File: config.mk
export PLATFORM = sky130hd
export DESIGN_NAME = pool_stream_collector
export DESIGN_NICKNAME = d
export VERILOG_FILES = /design/src/rtl/pool_stream_collector.sv
export SDC_FILE = /design/constraint.sdc
export NUM_CORES = 1
export LEC_CHECK = 0
export CAP_MARGIN = 20
export CORE_MARGIN = 1
export CORE_UTILIZATION = 40
export CTS_BUF_LIST = sky130_fd_sc_hd__clkbuf_16
export DETAILED_ROUTE_END_ITERATION = 6
export GPL_ROUTABILITY_DRIVEN = 0
export MAX_ROUTING_LAYER = met4
export PLACE_DENSITY = 0.58
export RECOVER_POWER = 25
export SYNTH_ARGS = -nofsm -noshare
export SYNTH_HDL_FRONTEND = slang
export SYNTH_SLANG_ARGS = --single-unit
File: constraint.sdc
create_clock -name clk -period 2.6 [get_ports clk]
set_input_delay 0.26 -clock clk [delete_from_list [all_inputs] [get_ports clk]]
set_output_delay 0.26 -clock clk [all_outputs]
set_load 0.01 [all_outputs]
File: src/rtl/pool_stream_collector.sv
// Collects the pooled output stream into a first-word-fall-through FIFO, frames it against a
// sampled length and presents it on a valid/ready master port. Optional: POOL_COLLECT_MAXTRACK_EN.
module pool_stream_collector #(
  parameter int DATA_W = 8,
  parameter int DEPTH  = 16,
  parameter int CNT_W  = 16
) (
  input  logic                        clk,
  input  logic                        rst,
  input  logic                        start,
  input  logic [CNT_W-1:0]            frame_len,
  input  logic                        valid_in,
  input  logic signed [DATA_W-1:0]    data_in,
  output logic                        m_valid,
  output logic signed [DATA_W-1:0]    m_data,
  output logic                        m_last,
  input  logic                        m_ready,
  output logic                        busy,
  output logic                        frame_done,
  output logic                        overflow,
`ifdef POOL_COLLECT_MAXTRACK_EN
  output logic signed [DATA_W-1:0]    frame_max,
`endif
  output logic [$clog2(DEPTH):0]      level
);

  localparam int AW = $clog2(DEPTH);
  localparam int LW = AW + 1;
  localparam logic [LW-1:0] FULL_LVL = LW'(DEPTH);

  typedef enum logic [1:0] {S_IDLE, S_COLLECT, S_DRAIN, S_DONE} state_t;

  state_t              r_state;
  state_t              w_state_nxt;
  logic [DATA_W:0]     r_mem [DEPTH];
  logic [AW-1:0]       r_wr_ptr;
  logic [AW-1:0]       r_rd_ptr;
  logic [LW-1:0]       r_level;
  logic [CNT_W-1:0]    r_in_cnt;
  logic [CNT_W-1:0]    r_frame_len;
  logic                r_overflow;

  logic                w_count;
  logic                w_full;
  logic                w_push;
  logic                w_pop;
  logic [CNT_W-1:0]    w_cnt_inc;
  logic                w_last_in;
  logic [DATA_W:0]     w_head;

  // Every valid word seen in COLLECT is counted, even when the FIFO is full and it is dropped.
  assign w_count   = (r_state == S_COLLECT) & valid_in & ~start;
  assign w_full    = (r_level == FULL_LVL);
  assign w_push    = w_count & ~w_full;
  assign w_pop     = (r_level != '0) & m_ready;
  assign w_cnt_inc = r_in_cnt + 1'b1;
  assign w_last_in = (w_cnt_inc == r_frame_len);
  assign w_head    = r_mem[r_rd_ptr];

  always_comb begin
    w_state_nxt = r_state;
    case (r_state)
      S_IDLE:    w_state_nxt = S_IDLE;
      S_COLLECT: if (w_count && w_last_in) w_state_nxt = S_DRAIN;
      S_DRAIN:   if ((r_level == '0) || ((r_level == LW'(1)) && w_pop)) w_state_nxt = S_DONE;
      S_DONE:    w_state_nxt = S_IDLE;
      default:   w_state_nxt = S_IDLE;
    endcase
    // start behaves identically in every state, including aborting a frame in progress.
    if (start) w_state_nxt = (frame_len == '0) ? S_DONE : S_COLLECT;
  end

  always_ff @(posedge clk or posedge rst) begin
    if (rst) begin
      r_state     <= S_IDLE;
      r_wr_ptr    <= '0;
      r_rd_ptr    <= '0;
      r_level     <= '0;
      r_in_cnt    <= '0;
      r_frame_len <= '0;
      r_overflow  <= 1'b0;
    end else begin
      r_state <= w_state_nxt;
      if (start) begin
        r_frame_len <= frame_len;
        r_in_cnt    <= '0;
        r_overflow  <= 1'b0;
        r_wr_ptr    <= '0;
        r_rd_ptr    <= '0;
        r_level     <= '0;
      end else begin
        if (w_count) begin
          r_in_cnt <= w_cnt_inc;
          if (w_full) r_overflow <= 1'b1;
        end
        if (w_push) r_wr_ptr <= r_wr_ptr + 1'b1;
        if (w_pop)  r_rd_ptr <= r_rd_ptr + 1'b1;
        case ({w_push, w_pop})
          2'b10:   r_level <= r_level + 1'b1;
          2'b01:   r_level <= r_level - 1'b1;
          default: r_level <= r_level;
        endcase
      end
    end
  end

  // Storage holds data only; emptiness is tracked by r_level, so no reset is needed here.
  always_ff @(posedge clk) begin
    if (w_push) r_mem[r_wr_ptr] <= {w_last_in, data_in};
  end

  assign m_valid    = (r_level != '0);
  assign m_data     = m_valid ? $signed(w_head[DATA_W-1:0]) : '0;
  assign m_last     = m_valid ? w_head[DATA_W] : 1'b0;
  assign busy       = (r_state != S_IDLE);
  assign frame_done = (r_state == S_DONE);
  assign overflow   = r_overflow;
  assign level      = r_level;

`ifdef POOL_COLLECT_MAXTRACK_EN
  localparam logic signed [DATA_W-1:0] MOST_NEG = {1'b1, {(DATA_W-1){1'b0}}};

  function automatic logic signed [DATA_W-1:0] sat_max(input logic signed [DATA_W-1:0] a,
                                                        input logic signed [DATA_W-1:0] b);
    return (a > b) ? a : b;
  endfunction

  logic signed [DATA_W-1:0] r_frame_max;

  always_ff @(posedge clk or posedge rst) begin
    if (rst) begin
      r_frame_max <= MOST_NEG;
    end else if (start) begin
      r_frame_max <= MOST_NEG;
    end else if (w_count) begin
      r_frame_max <= sat_max(r_frame_max, data_in);
    end
  end

  assign frame_max = r_frame_max;
`endif

endmodule

## Yosys cells after proc, flatten, opt, wreduce, memory -nomap -nowiden

Memories as Yosys holds them, arrays and structs flattened.
Cells that the tools add are included.

- Flip-flop bits (word level): 48
- Memory bits (writable): 144
- Output and inout bits: 18
- Memories kept: 1

- Add/subtract/negate cells: 5
- Equality and inequality tests: 10
- Muxes and demuxes: 20
- Bitwise operators: 6
- Reductions and logical operators: 16

Memories:

| memory | words | width | rd ports | clocked after Yosys merged registers in | write ports | RTL line | RTL |
|---|---|---|---|---|---|---|---|
| r_mem | 16 | 9 | 1 | 0 | 1 | 35 | `logic [DATA_W:0] r_mem [DEPTH];` |

Operators by type and width:

| operator | number |
|---|---|
| 16-bit two-way mux | 2 |
| 16-bit by 1-bit adder with 16-bit output, second input constant | 1 |
| 16-bit == test | 1 |
| 16-bit logical NOT | 1 |
| 4-bit two-way mux | 4 |
| 5-bit one-hot mux with 2 select lines | 1 |
| 2-bit nonzero test | 5 |
| 4-bit by 1-bit adder with 4-bit output, second input constant | 2 |
| 2-bit two-way mux | 4 |
| 8-bit two-way mux | 1 |
| 2-bit == test, second input constant | 3 |
| 1-bit two-way mux | 6 |
| 2-bit one-hot mux with 3 select lines | 1 |
| 5-bit by 1-bit adder with 5-bit output, second input constant | 1 |
| 5-bit by 1-bit == test with 1-bit output, second input constant | 1 |
| 5-bit == test, second input constant | 1 |
| 5-bit logical NOT | 1 |
| 5-bit two-way mux | 1 |
| 5-bit nonzero test | 1 |
| 5-bit by 1-bit subtractor with 5-bit output, second input constant | 1 |
| 1-bit bitwise AND | 4 |
| 2-bit by 1-bit == test with 1-bit output, second input constant | 2 |
| 2-bit AND reduction | 2 |
| 3-bit by 2-bit != test with 1-bit output, second input constant | 1 |
| other kinds (7) | 9 |

## Longest topological paths before layout

- Depth after elaboration: 7
- Gate-level depth with buffers: 9
- Depth with buffers taken out: 8

## Worst setup path after synthesis

Ideal clock, no wire load.

- Path type: register to output
- Start point: register r_rd_ptr[0]
- End point: output port m_last
- Arrival time: 2105 ps
- Path slack: 235 ps
- Cell stages (with the launch flop): 6
- Cell sequence: dfrtp_1 -> buf_2 -> buf_2 -> mux4_2 -> mux4_2 -> and2_1

- Longest elaborated chain between the ends: 2

Ends and longest elaborated chain:

| item | RTL line | RTL |
|---|---|---|
| start: declaration | 37 | `logic [AW-1:0] r_rd_ptr;` |
| start signal: assignment | 97 | `if (w_pop) r_rd_ptr <= r_rd_ptr + 1'b1;` |
| memory 16 x 9 bit | n/a |  |
| 1-bit two-way mux | 114 | `assign m_last = m_valid ? w_head[DATA_W] : 1'b0;` |
| end: declaration | 16 | `output logic m_last,` |

No other way between the ends.

## Final worst setup path

- Start point: register r_rd_ptr[0]
- End point: output port m_data[5]

- Longest elaborated chain between the ends: 2

Ends and longest elaborated chain:

| item | RTL line | RTL |
|---|---|---|
| memory 16 x 9 bit | n/a |  |
| 8-bit two-way mux | 113 | `assign m_data = m_valid ? $signed(w_head[DATA_W-1:0]) : '0;` |
| end: declaration | 15 | `output logic signed [DATA_W-1:0] m_data,` |

No other way between the ends.

==> results.py <==
metrics = {
    "synth": {
        "synth.distinct_cells": 46,
        "yosysTopAreaCell": "edfxtp_1",
        "synth.most_common_cell": "edfxtp_1",
        "netlist_area_um2": 8430,
        "ys.flop_type": "edfxtp_1",
        "synth.avg_cell_area_um2": 16.2,
        "async_flop_share_pct": 25.0,
        "syn_nets": 566,
        "yosys-top-cells-count": "edfxtp_1 (144), dfrtp_1 (48), mux4_2 (45)",
        "ys_seq_elements": 192,
        "yosys_warnings": 0,
        "synth_edf_count": 144,
        "synth_top_area_share_pct": 51.3,
        "yosys-top-cells-area": "edfxtp_1 (51%), dfrtp_1 (14%), mux4_2 (12%)",
        "ys_seq_area_share_pct": 65.5,
        "syn_inst": 522,
    },
    "sta": {
        "skew_ns": 0.00733,
        "max_slew_margin_pct": -21.5,
        "post-route-period-util_pct": 105,
        "fin_crit_ns": 2.72,
        "setup_viol": 6,
        "rsz0062_at_grt": "true",
        "hold_violations": 0,
        "final_max_slew_viol_count": 39,
        "worst_pin_slew_ns": 1.82,
        "fmax_ghz": 0.368,
        "layout_setup_ws_ns": -0.117,
        "finalHoldWorstSlack_ns": 0.179,
    },
    "detailed_routing": {
        "num_vias": 4694,
        "drc_errors": 0,
        "wl_mm": 18.2,
        "wire_per_inst_um": 20.2,
        "drtIter0Drc": 292,
        "vias_per_cell": 5.23,
        "drtAntennaViolNets": 0,
        "first_pass_iters": 5,
    },
    "pwr": {
        "power.leakage_nw": 3.65,
        "p_int_mw": 5.95,
        "p_total_mw": 8.21,
        "peakVddDrop_mv": 0.498,
        "power_frac_seq_pct": 43.0,
        "p_per_area_nw_per_um2": 796,
        "switching_share_pct": 27.6,
        "power_frac_comb_pct": 26.7,
        "clock_power_share_pct": 30.3,
        "p_sw_mw": 2.26,
    },
    "clock_tree": {
        "root_buffer": "clkbuf_16",
        "clkLatencyLatePin_ns": 0.43,
        "cts_buffers": 17,
        "cts_tree": "done",
        "cts_buffer_depth": 2,
        "clock-sinks": 192,
        "cts.clk_slew.worst_paths_ns": 0.07,
        "htreeDepth": 4,
    },
    "die": {
        "die_y_um": 147,
        "start_util_pct": 41.3,
        "num_rows": 52,
        "io_pins": 47,
        "die_x_um": 147,
        "die_area_um2": 21700,
        "design.core.area_um2": 20400,
    },
    "critical_path": {
        "worstPathArrival_ns": 2.46,
        "worstPathRequired_ns": 2.34,
        "endpoint_kind": "output port",
        "cp-start-kind": "register",
        "path_class": "register to output port",
        "worstPathMaxFanout": 8,
    },
    "cells_and_area": {
        "area_growth_pct": 22.3,
        "nFillCells": 1725,
        "drive_above_1_share_pct": 27.0,
        "diodes": 0,
        "final_util_pct": 50.5,
        "final_cell_count_no_fill": 897,
        "fin_nets": 658,
    },
    "global_route": {
        "grt_max_degree": 49,
        "grt_usage_pct": 18.6,
        "grt_pass1_wl_mm": 28.5,
        "first_global_vias": 4862,
        "grt-ovfl-total": 0,
        "antenna_found_initial": 0,
    },
    "flow_run": {
        "cap_violations": 1,
    },
    "outcome": {
        "failed_checks": "max-capacitance violations, max-slew violations, negative setup slack",
        "status": "finished, violations left",
    },
    "placement": {
        "dp.final_hpwl_mm": 11.7,
        "io_buffers": 46,
        "numPlacedInstances": 855,
    },
    "min_path": {
        "hold_class": "input pin to register",
    },
}
[sequential cells by signal (all words and copies together) (netlist names)]
register	cells
r_frame_len	16
r_mem	144
level	5
r_state	2
r_wr_ptr	4
overflow	1
r_rd_ptr	4
r_in_cnt	16
[metrics by stage]
step,instance area (um2),TNS (ns),setup slack (ns)
after CTS,10300,-0.887,-0.148
after floorplan,8430,0,0.235
after detailed placement,9600,0,0.0101
after global placement,9600,0,0.0148
after global routing,10300,-1.17,-0.202
final,10300,-0.582,-0.117
[metal layers]
layer	wire length [um]	GRT usage, %
met2	9190	30.0
met1	8010	24.3
met3	800	3.45
met5	0	-
met4	164	5.15
[worst paths after layout]
path                                   to      startpoint  slack [ns]  cells past startpoint
max in group asynchronous     r_rd_ptr[0]             rst        1.10                      3
setup reg to reg               r_state[0]     r_in_cnt[5]        0.26                      8
setup / recovery                m_data[5]     r_rd_ptr[0]       -0.12                      7
hold / removal                r_wr_ptr[0]           start        0.18                      2
min in group asynchronous    r_in_cnt[10]             rst        0.67                      3
hold reg to reg            r_frame_len[7]  r_frame_len[7]        0.54                      1
[cells by family (layout without fill, tap and decap cells)]
family                   after synthesis  in the layout  synth area share [%]
AND/OR/NAND/NOR                      144            144                  9.11
flip-flops                           192            192                  65.5
AO/OA/AOI/OAI                         27             27                  2.39
adder cells (fa/ha/maj)               15             15                  2.23
buffers and inverters                 37            142                  1.79
XOR/XNOR                              43             43                  4.47
multiplexers                          64             64                  14.5
[critical path: stages, from the launching register on]
cell and delay [ns]:
dfrtp_2 0.39, buf_6 0.13, buf_6 0.12, buf_12 0.14, mux4_2 0.50, mux4_2 0.48, and2_4 0.15, buf_6 0.11
[layout by cell type, fill, tap and decap left out, drive strengths merged, types with 2 or more instances in the layout]
cell type        n
xor2            22
nand2           19
ha              15
clkinvlp         4
o41ai            2
xnor2           21
nand4           13
nand3           11
dfrtp           48
mux2            16
nor2            42
nor3             5
and4             5
nor2b            2
o21ai            7
or3              3
nor4             6
o31ai            2
clkdlybuf4s50   30
nand2b           2
and3             8
and2            24
inv             16
clkinv           6
mux2i            3
dlygate4sd3      6
edfxtp         144
mux4            45
a21oi            6
a31oi            2
buf             60
clkbuf          19
[what timing repair did]
item / 4_1_cts / 5_1_grt
hold endpoints to repair: 0 / 0
setup buffers: 10 / 1
hold buffers: 0 / 0
gates resized for setup: 57 / 10
gates cloned: 2 / 0
pin swaps: 7 / 1
endpoints found under the setup margin: 25 / 10
[power groups by stage]
| stage | clock network, mW | registers, mW | logic (mW) |
|---|---|---|---|
| 3_3_place_gp | 0 | 3.59 | 1.93 |
| 3_5_place_dp | 0 | 3.60 | 1.96 |
| 2_1_floorplan | 0 | 3.57 | 1.16 |
| 5_1_grt | 2.68 | 3.55 | 2.37 |
| 4_1_cts | 2.55 | 3.53 | 2.18 |
| 6_report | 2.49 | 3.53 | 2.19 |
[cell type report]
| cell class | count | area [um2] | share of cell area (%) |
|---|---|---|---|
| Sequential cell | 192 | 5530 | 53.6 |
| Multi-Input combinational cell | 293 | 2780 | 27.0 |
| Timing Repair Buffer | 98 | 1060 | 10.3 |
| Clock buffer | 17 | 425 | 4.12 |
| Tap cell | 270 | 338 | 3.28 |
| Clock inverter | 15 | 139 | 1.35 |
| Inverter | 12 | 45.0 | 0.437 |
No activity file was read; power rests on OpenSTA's default activity.
